`src/rtl/fft_frame_scheduler_if.sv`:
```
// fft_frame_scheduler_if: grant/request, module1 handshake and output framing signals of the scheduler
interface fft_frame_scheduler_if;
   logic       enable;
   logic [1:0] req;
   logic [1:0] gnt;
   logic       sel;
   logic       beat_rd;
   logic       m1_din_valid;
   logic       m1_valid_out;
   logic       out_frame_start;
   logic       out_frame_end;
   logic       out_ch;
   logic       busy;
   logic       err_orphan;
   modport master (
      output enable, req, m1_valid_out,
      input  gnt, sel, beat_rd, m1_din_valid, out_frame_start, out_frame_end, out_ch, busy, err_orphan
   );
   modport slave (
      input  enable, req, m1_valid_out,
      output gnt, sel, beat_rd, m1_din_valid, out_frame_start, out_frame_end, out_ch, busy, err_orphan
   );
endinterface

```
`src/rtl/fft_frame_scheduler.sv`:
```
// fft_frame_scheduler: round-robin whole-frame arbiter for the shared module1 front-end with in-flight channel tagging
module fft_frame_scheduler #(
   parameter int BEATS      = 32,
   parameter int TAG_DEPTH  = 4,
   parameter int GAP_CYCLES = 1
) (
   input logic clk,
   input logic rst,
   fft_frame_scheduler_if.slave bus
);
   localparam int CW = $clog2(BEATS);
   localparam int PW = $clog2(TAG_DEPTH);
   localparam int GW = GAP_CYCLES > 1 ? $clog2(GAP_CYCLES) : 1;
   localparam logic [CW-1:0] LAST = CW'(BEATS - 1);
   localparam logic [GW-1:0] GAP_LAST = GW'(GAP_CYCLES - 1);
   localparam logic [PW:0] FULL_CNT = (PW+1)'(TAG_DEPTH);
   typedef enum logic [1:0] {IDLE, STREAM, GAP} state_t;
   state_t state, nxt_state;
   logic [1:0] gnt, nxt_gnt;
   logic sel, nxt_sel, dv, nxt_dv, rr_last, nxt_rr, push, pop, ch, err;
   logic eligible, beat_ok, empty, full;
   logic [CW-1:0] in_cnt, nxt_in_cnt, out_cnt;
   logic [GW-1:0] gap_cnt, nxt_gap_cnt;
   logic [TAG_DEPTH-1:0] tags;
   logic [PW-1:0] wr_ptr, rd_ptr;
   logic [PW:0] count;
   assign empty = count == '0;
   assign full = count == FULL_CNT;
   assign eligible = bus.enable & |bus.req & ~full;
   assign ch = &bus.req ? ~rr_last : bus.req[1];
   assign beat_ok = bus.m1_valid_out & ~empty;
   assign pop = beat_ok & (out_cnt == LAST);
   // Next-state and next registered outputs: grant in IDLE, gapless BEATS-beat stream, optional idle gap
   always_comb begin
      nxt_state = state;
      nxt_gnt = '0;
      nxt_sel = sel;
      nxt_dv = 1'b0;
      nxt_rr = rr_last;
      nxt_in_cnt = in_cnt;
      nxt_gap_cnt = gap_cnt;
      push = 1'b0;
      case (state)
         IDLE:
            if (eligible) begin
               nxt_state = STREAM;
               nxt_gnt = ch ? 2'b10 : 2'b01;
               nxt_sel = ch;
               nxt_rr = ch;
               nxt_dv = 1'b1;
               nxt_in_cnt = '0;
               push = 1'b1;
            end
         STREAM:
            if (in_cnt == LAST) begin
               nxt_state = GAP_CYCLES > 0 ? GAP : IDLE;
               nxt_gap_cnt = '0;
            end else begin
               nxt_dv = 1'b1;
               nxt_in_cnt = in_cnt + 1'b1;
            end
         GAP:
            if (gap_cnt == GAP_LAST) nxt_state = IDLE;
            else nxt_gap_cnt = gap_cnt + 1'b1;
         default: nxt_state = IDLE;
      endcase
   end
   // FSM state and registered outputs; rr_last starts at 1 so channel 0 wins the first tie
   always_ff @(posedge clk or posedge rst)
      if (rst) begin
         state <= IDLE;
         gnt <= '0;
         sel <= 1'b0;
         dv <= 1'b0;
         rr_last <= 1'b1;
         in_cnt <= '0;
         gap_cnt <= '0;
      end else begin
         state <= nxt_state;
         gnt <= nxt_gnt;
         sel <= nxt_sel;
         dv <= nxt_dv;
         rr_last <= nxt_rr;
         in_cnt <= nxt_in_cnt;
         gap_cnt <= nxt_gap_cnt;
      end
   // Channel-tag FIFO: written at each grant, advanced on the last output beat of each frame
   always_ff @(posedge clk or posedge rst)
      if (rst) begin
         tags <= '0;
         wr_ptr <= '0;
         rd_ptr <= '0;
         count <= '0;
      end else begin
         if (push) tags[wr_ptr] <= nxt_sel;
         if (push) wr_ptr <= wr_ptr + 1'b1;
         if (pop) rd_ptr <= rd_ptr + 1'b1;
         count <= count + (PW+1)'(push) - (PW+1)'(pop);
      end
   // Output beat position within a frame; beats arriving with nothing in flight are flagged, not counted
   always_ff @(posedge clk or posedge rst)
      if (rst) begin
         out_cnt <= '0;
         err <= 1'b0;
      end else begin
         if (beat_ok) out_cnt <= out_cnt == LAST ? '0 : out_cnt + 1'b1;
         if (bus.m1_valid_out & empty) err <= 1'b1;
      end
   assign bus.gnt = gnt;
   assign bus.sel = sel;
   assign bus.beat_rd = dv;
   assign bus.m1_din_valid = dv;
   assign bus.out_frame_start = beat_ok & (out_cnt == '0);
   assign bus.out_frame_end = pop;
   assign bus.out_ch = tags[rd_ptr];
   assign bus.busy = (state != IDLE) | ~empty;
   assign bus.err_orphan = err;
endmodule
```
`src/flat_wrapper.sv`:
```
// flat-port wrapper written by rule: the top's interface ports become plain ports
module fft_frame_scheduler_flat 
#(
   parameter int BEATS      = 32,
   parameter int TAG_DEPTH  = 4,
   parameter int GAP_CYCLES = 1
)
  (clk, rst, bus_enable, bus_req, bus_m1_valid_out, bus_gnt, bus_sel, bus_beat_rd, bus_m1_din_valid, bus_out_frame_start, bus_out_frame_end, bus_out_ch, bus_busy, bus_err_orphan);
  fft_frame_scheduler_if bus_i ();
  input logic clk;
  input logic rst;
  input wire logic [$bits(bus_i.enable)-1:0] bus_enable;
  input wire logic [$bits(bus_i.req)-1:0] bus_req;
  input wire logic [$bits(bus_i.m1_valid_out)-1:0] bus_m1_valid_out;
  output wire logic [$bits(bus_i.gnt)-1:0] bus_gnt;
  output wire logic [$bits(bus_i.sel)-1:0] bus_sel;
  output wire logic [$bits(bus_i.beat_rd)-1:0] bus_beat_rd;
  output wire logic [$bits(bus_i.m1_din_valid)-1:0] bus_m1_din_valid;
  output wire logic [$bits(bus_i.out_frame_start)-1:0] bus_out_frame_start;
  output wire logic [$bits(bus_i.out_frame_end)-1:0] bus_out_frame_end;
  output wire logic [$bits(bus_i.out_ch)-1:0] bus_out_ch;
  output wire logic [$bits(bus_i.busy)-1:0] bus_busy;
  output wire logic [$bits(bus_i.err_orphan)-1:0] bus_err_orphan;
  assign bus_i.enable = bus_enable;
  assign bus_i.req = bus_req;
  assign bus_i.m1_valid_out = bus_m1_valid_out;
  assign bus_gnt = bus_i.gnt;
  assign bus_sel = bus_i.sel;
  assign bus_beat_rd = bus_i.beat_rd;
  assign bus_m1_din_valid = bus_i.m1_din_valid;
  assign bus_out_frame_start = bus_i.out_frame_start;
  assign bus_out_frame_end = bus_i.out_frame_end;
  assign bus_out_ch = bus_i.out_ch;
  assign bus_busy = bus_i.busy;
  assign bus_err_orphan = bus_i.err_orphan;
  fft_frame_scheduler #(.BEATS(BEATS), .TAG_DEPTH(TAG_DEPTH), .GAP_CYCLES(GAP_CYCLES)) u_core (.clk(clk), .rst(rst), .bus(bus_i));
endmodule
```
`config.mk`:
```
export PLATFORM = sky130hd
export DESIGN_NAME = fft_frame_scheduler_flat
export DESIGN_NICKNAME = d
export VERILOG_FILES = /design/src/rtl/fft_frame_scheduler_if.sv /design/src/rtl/fft_frame_scheduler.sv /design/src/flat_wrapper.sv
export SDC_FILE = /design/constraint.sdc
export NUM_CORES = 1
export LEC_CHECK = 0
export BUFFER_PORTS_ARGS = -buffer_cell sky130_fd_sc_hd__buf_2
export CAP_MARGIN = 20
export CORE_UTILIZATION = 35
export CTS_CLUSTER_DIAMETER = 200
export DETAILED_ROUTE_END_ITERATION = 8
export PLACE_DENSITY = 0.59
export SLEW_MARGIN = 30
export SYNTH_ARGS = -nofsm -noshare
export SYNTH_HDL_FRONTEND = slang
export SYNTH_SLANG_ARGS = --single-unit
```
`constraint.sdc`:
```
create_clock -name clk -period 4.2 [get_ports clk]
set_input_delay 0.21 -clock clk [delete_from_list [all_inputs] [get_ports clk]]
set_output_delay 0.21 -clock clk [all_outputs]
set_load 0.02 [all_outputs]
```
==> results of run 1 <==
==> metal layers <==
layer / vias up / GRT usage [%] / wire length [um]
met4: 0 / 8.51 / 70
met2: 28 / 22.8 / 1480
li1: 522 / - / -
met1: 522 / 17.7 / 1280
met3: 11 / 5.41 / 135
met5: - / 0 / 0
==> stage by stage <==
step           cell area (sq um)  hold WS [ns]
2_1_floorplan               1500         0.280
3_3_place_gp                1610         0.421
3_5_place_dp                1610         0.327
4_1_cts                     1700        0.0295
5_1_grt                     1700        0.0575
6_report                    1700       0.00196
==> registers in the layout, summed over array words and instances (netlist names) <==
register	cells
u_core.tags	4
u_core.bus.err_orphan	1
u_core.bus.beat_rd	1
u_core.rd_ptr	2
u_core.out_cnt	5
u_core.state	2
u_core.rr_last	1
u_core.bus.gnt	2
u_core.in_cnt	5
u_core.wr_ptr	2
u_core.count	3
u_core.bus.sel	1
==> final cells by class <==
type                       instances  share of cell area (%)
clock buffer                       6                    4.28
clock inverter                     2                   0.590
inverter                          12                    2.66
multi-input combinational         91                    41.5
sequential                        29                    42.9
tap                               50                    3.69
timing repair buffer              15                    4.43
==> cell families after synthesis <==
logic type,Yosys count
buffers and inverters,16
and+or+nand+nor,42
AOI/OAI and AO/OA,29
muxes,3
adders and majority gates,12
xor gates and xnor gates,5
DFF,29
==> final timing paths <==
kind                                         endpoint                   from  slack (ns)
worst max-delay path                  u_core.count[2]        u_core.state[1]        1.50
worst min-delay path                 u_core.wr_ptr[1]                    rst       0.002
worst max register to register        u_core.count[2]        u_core.state[1]        1.50
worst min register to register  u_core.bus.err_orphan  u_core.bus.err_orphan        0.48
max in group asynchronous            u_core.in_cnt[2]                    rst        3.80
min in group clk                       u_core.rr_last             bus_req[0]        0.13
==> cells in the final DEF, fill, tap and decap left out, types with 5 or more instances in the layout <==
cell / n
ha_1: 11
clkbuf_8: 5
nand2_1: 13
dfrtp_1: 28
inv_1: 11
buf_2: 15
o21ai_0: 6
nor2_1: 5
a31oi_1: 7
==> worst reg2reg max path: cells and delay by family, from the launching register on <==
family | cells | cell delay [ns]
xor+xnor | 2 | 0.28
fa+ha+maj | 3 | 0.78
buf+inv | 3 | 0.21
flops | 1 | 0.45
simple gates | 2 | 0.87
==> power breakdown <==
| group | switching, uW | internal, uW |
|---|---|---|
| sequential | 120 | 399 |
| combinational | 247 | 202 |
| clock | 102 | 114 |
==> summary.txt, run 1 <==
Routing
  – Detailed-route via count: 1083
  – Antenna-violating nets left: 0
  – Final WL: 2960 um
  – Via/cell ratio: 5.28
  – DRT iter0 DRCs: 57
  – Routed WL per cell: 14.5 um
  – DRC: 0
  – DR pass1 iterations: 4

Critical path
  – Reg2reg path depth: 10
  – Worst path depth: 10
  – Arrival time worst endpoint: 2.87 ns
  – Worst Path Buf+Inv: 3
  – Critical path, cell by cell: or3b_4, nor3_4, inv_1, ha_1, inv_1, ha_1, inv_1, fa_1, xnor2_1, xnor2_1
  – CP most frequent cell: inv_1
  – CP required: 4.36 ns
  – Worst Setup Start Kind: flop
  – Critical path's top delay family: simple AND/OR/NAND/NOR gates
  – WS Path Type: reg -> reg
  – Slowest Stage Delay on Critical Path: 0.47 ns
  – CP max FO: 7
  – Setup crit end kind: flop
  – Worst-path cell with the longest stage delay: or3b_4

Logic synthesis
  – Simple-Gate Fraction of Synth Area: 16.9%
  – Adder-Cell Fraction of Synth Area: 10.5%
  – Leading area contributor after synthesis: dfrtp_1
  – Synth Area in XOR/XNOR: 2.92%
  – Asr flop ratio synth: 100%
  – Mapped Avg Cell Area: 11.0 sq um
  – Syn Nets: 154
  – Synth Area in Compound Gates: 13.3%
  – Synth top cells by count: dfrtp_1, nand2_1, inv_1
  – Main combinational cell family by area after synthesis: simple AND/OR/NAND/NOR gates
  – Register bit total from synthesis: 29
  – Number of flops mapped to enable cells by yosys: 0
  – Ys Warns: 0
  – Synth unique cells: 42
  – Dominant cells by area after synthesis: dfrtp_1, ha_1, nand2_1
  – Post-Syn Instances: 136
  – Ys flop type: dfrtp_1
  – Top cell type's share of synthesized area: 46.7%
  – Mux contribution to synthesized area: 3.17%
  – Count leader, synth: dfrtp_1
  – Sequential-to-total area share from yosys stat: 48.4%
  – Synthesized cell area: 1500 sq um

STA
  – Unrepaired setup endpoints after global routing: false
  – Post-layout min period: 2.70 ns
  – Actual slew at the worst max-slew pin: 0.757 ns
  – Final Hold Fails: 0
  – Setup TNS Final: 0 ns
  – Clk_skew: 0.00341 ns
  – Setup WS post-layout: 1.50 ns
  – Max Clock Freq: 370 MHz
  – Final Max Tran Viols: 0
  – Slew HR: 49.4%
  – Final setup vio count: 0
  – Period utilization: 64.4%

Floorplanning
  – Row Count: 23
  – Die area: 4560 sq um
  – Die Width: 67.5 um
  – Core ar.: 4060 sq um
  – Die Y-Extent: 67.5 um
  – IO Count: 16
  – Initial core utilization: 37.0%

Placement
  – Count of input and output buffers: 15
  – Gpl congestion: 0.751
  – Place WS: 1.48 ns
  – Post-DP HPWL: 2200 um
  – Placed cell count: 197

GRT
  – Initial antenna violation count: 0
  – Vias in the first global route: 1080
  – First-pass GRT wire length: 4840 um
  – Total congestion overflow: 0
  – Largest net degree at the start of global routing: 30
  – GRT Overall Usage: 14.8%

Pwr
  – Total Power: 1180 uW
  – Max VDD drop: 0.000248 V
  – Leakage: 0.000788 uW
  – Power per Cell Area: 698 nW/um^2

Clock network
  – Clk root buf: clkbuf_8
  – Clock-pin slew on the worst setup and hold paths: 0.06 ns
  – Clk sink count: 29
  – CTS Buf Count: 5
  – CTS resizes: 0
  – Worst skew pair latency: 0.28 ns
  – CTS tree: done
  – Postcts setup bufs: 0
  – CTS Buffer Depth: 2
  – H-tree Lvls: 2
  – Cts hold-fix bufs: 0

Cells and area
  – Fillers: 385
  – Storage cell area: 727 sq um
  – Finished Layout Cells: 205
  – Layout net count: 172
  – Synth-to-layout area growth: 12.9%
  – Post-layout util: 41.8%
  – Layout cells sized above 1: 21.3%
  – Multi-input gate area: 703 sq um
  – # diodes: 0

Job
  – Max Cap Viol: 0

Hold path
  – Min-Delay Path Class: in -> async

Run status
  – Status: finished, final reports clean
Power figures use the tool's default switching activity.
==> run 2, diff against run 1 <==
PLACE_DENSITY = 0.61   (was 0.59)
clock period = 2.2 ns   (was 4.2 ns; I/O delays follow)
==> summary.txt, run 2 (synthesis results as in run 1) <==
Clock network
  – CTS Buf Count: 5
  – Clk root buf: clkbuf_8
  – Clock-pin slew on the worst setup and hold paths: 0.07 ns
  – CTS tree: done
  – Clk sink count: 29
  – CTS Buffer Depth: 2
  – Worst skew pair latency: 0.28 ns
  – H-tree Lvls: 2

Pwr
  – Power per Cell Area: 1310 nW/um^2
  – Sw Share: 38.6%
  – Switching power of the nets: 967 uW
  – Clk pwr share: 16.8%
  – Int Power: 1540 uW
  – Leakage: 0.000895 uW
  – Total Power: 2500 uW
  – Max VDD drop: 0.000564 V
  – Power share of the combinational group: 45.2%
  – Sequential power share: 38.1%

Routing
  – Final WL: 3160 um
  – Routed WL per cell: 13.9 um
  – DRT iter0 DRCs: 53
  – DR pass1 iterations: 6
  – Detailed-route via count: 1168
  – Antenna-violating nets left: 0
  – DRC: 0
  – Via/cell ratio: 5.15

Critical path
  – Worst Setup Start Kind: flop
  – WS Path Type: reg -> reg
  – CP max FO: 2
  – Arrival time worst endpoint: 2.37 ns
  – Setup crit end kind: flop
  – CP required: 2.36 ns

Placement
  – Placed instance area: 1760 sq um
  – Place WS: -0.102 ns
  – Count of input and output buffers: 15
  – Placed cell count: 214
  – Gpl congestion: 0.736
  – Post-DP HPWL: 2360 um

Cells and area
  – Layout cells sized above 1: 36.7%
  – Finished Layout Cells: 227
  – # diodes: 0
  – Fin area: 1910 sq um
  – Commonest cells after routing, fill and taps aside: dfrtp_1, buf_4, buf_2, nand2_1, inv_1
  – Largest registers: u_core.in_cnt (5), u_core.out_cnt (5), u_core.tags (4)
  – Synth-to-layout area growth: 27.5%
  – Layout net count: 194
  – Commonest non-fill, non-tap cell in the layout: dfrtp_1

STA
  – Final Hold Fails: 0
  – Clk_skew: 0.00849 ns
  – Slew HR: 60.6%
  – Final Max Tran Viols: 0
  – Actual slew at the worst max-slew pin: 0.586 ns
  – Hold slack: 0.0340 ns
  – Unrepaired setup endpoints after global routing: true
  – Post-layout min period: 2.22 ns
  – Period utilization: 101%
  – Setup WS post-layout: -0.0170 ns
  – Final setup vio count: 1
  – Max Clock Freq: 451 MHz

Floorplanning
  – Initial core utilization: 37.0%
  – Die Width: 67.5 um
  – IO Count: 16
  – Core ar.: 4060 sq um
  – Row Count: 23
  – Die Y-Extent: 67.5 um
  – Die area: 4560 sq um

Job
  – Max Cap Viol: 0

Run status
  – Failing checks: setup timing
  – Status: finished, violations left

GRT
  – First-pass GRT wire length: 5280 um
  – Initial antenna violation count: 0
  – GRT Overall Usage: 16.0%
  – Total congestion overflow: 0
  – Largest net degree at the start of global routing: 30
  – Vias in the first global route: 1249

Hold path
  – Min-Delay Path Class: in -> reg
## run 2: changes by cell type in the layout (fill, tap and decap cells not counted), sizes merged
| cell | before | now |
|---|---|---|
| buf | 15 | 36 |
| clkbuf | 6 | 5 |
| clkinvlp | 0 | 1 |
| dlygate4sd3 | 0 | 1 |
## run 2: worst max-delay path, cell delays in order (launching register included)
cell and delay [ns]:
dfrtp_1 0.39, ha_2 0.19, and3_1 0.18, ha_2 0.18, inv_2 0.07, nor2_4 0.04
ha_4 0.22, inv_2 0.06, ha_4 0.12, inv_2 0.03, fa_2 0.36, xnor2_2 0.14
xnor2_1 0.13
## run 2: layout make-up
| class | count | area [sq um] |
|---|---|---|
| clock inverter | 3 | 17.5 |
| clock buffer | 5 | 68.8 |
| inverter | 12 | 45.0 |
| multi-input combinational | 91 | 751 |
| fill | 384 | 2140 |
| tap | 50 | 62.6 |
| timing repair buffer | 37 | 243 |
| sequential | 29 | 727 |
## run 2: worst paths after layout
path	start	to	cells after the start	slack, ns
min in group asynchronous	rst	u_core.in_cnt[0]	4	0.44
max	u_core.out_cnt[1]	u_core.count[2]	12	-0.02
max reg2reg	u_core.out_cnt[1]	u_core.count[2]	12	-0.02
min reg2reg	u_core.bus.err_orphan	u_core.bus.err_orphan	1	0.48
max in group asynchronous	rst	u_core.rr_last	4	1.45
min	bus_req[0]	u_core.rr_last	2	0.03
## run 2: per-layer routing
metal / part of all wire [%] / track usage [%] / vias up / routed length (um)
met1: 43 / 17.0 / 584 / 1360
met2: 53 / 28.8 / 20 / 1670
li1: - / - / 560 / -
met4: 1.3 / 7.18 / 0 / 40
met3: 2.7 / 4.56 / 4 / 85
met5: 0 / 0 / - / 0
## run 2: power by group through the flow
stage	registers [uW]	logic [uW]	clock network [uW]
final	952	1130	420
after global routing	980	1280	452
after CTS	944	1110	434
after detailed placement	953	1060	0
after global placement	932	1000	0
after floorplan	968	679	0
## run 2: through the flow
| step | utilization, % | TNS [ns] |
|---|---|---|
| 2_1_floorplan | - | -0.236 |
| 3_3_place_gp | 43.3 | -0.0230 |
| 3_5_place_dp | 43.3 | -0.102 |
| 4_1_cts | 46.5 | -0.0744 |
| 5_1_grt | 47.2 | -0.102 |
| 6_report | 47.2 | -0.0170 |
## run 2: timing repair
action / in CTS / in global routing
resized for setup: 4 / 3
setup buffers: 2 / 2
endpoints found under the setup margin: 2 / 2
hold endpoints to repair: 28 / 0
hold buffers: 1 / 0
pin swaps: 5 / 1
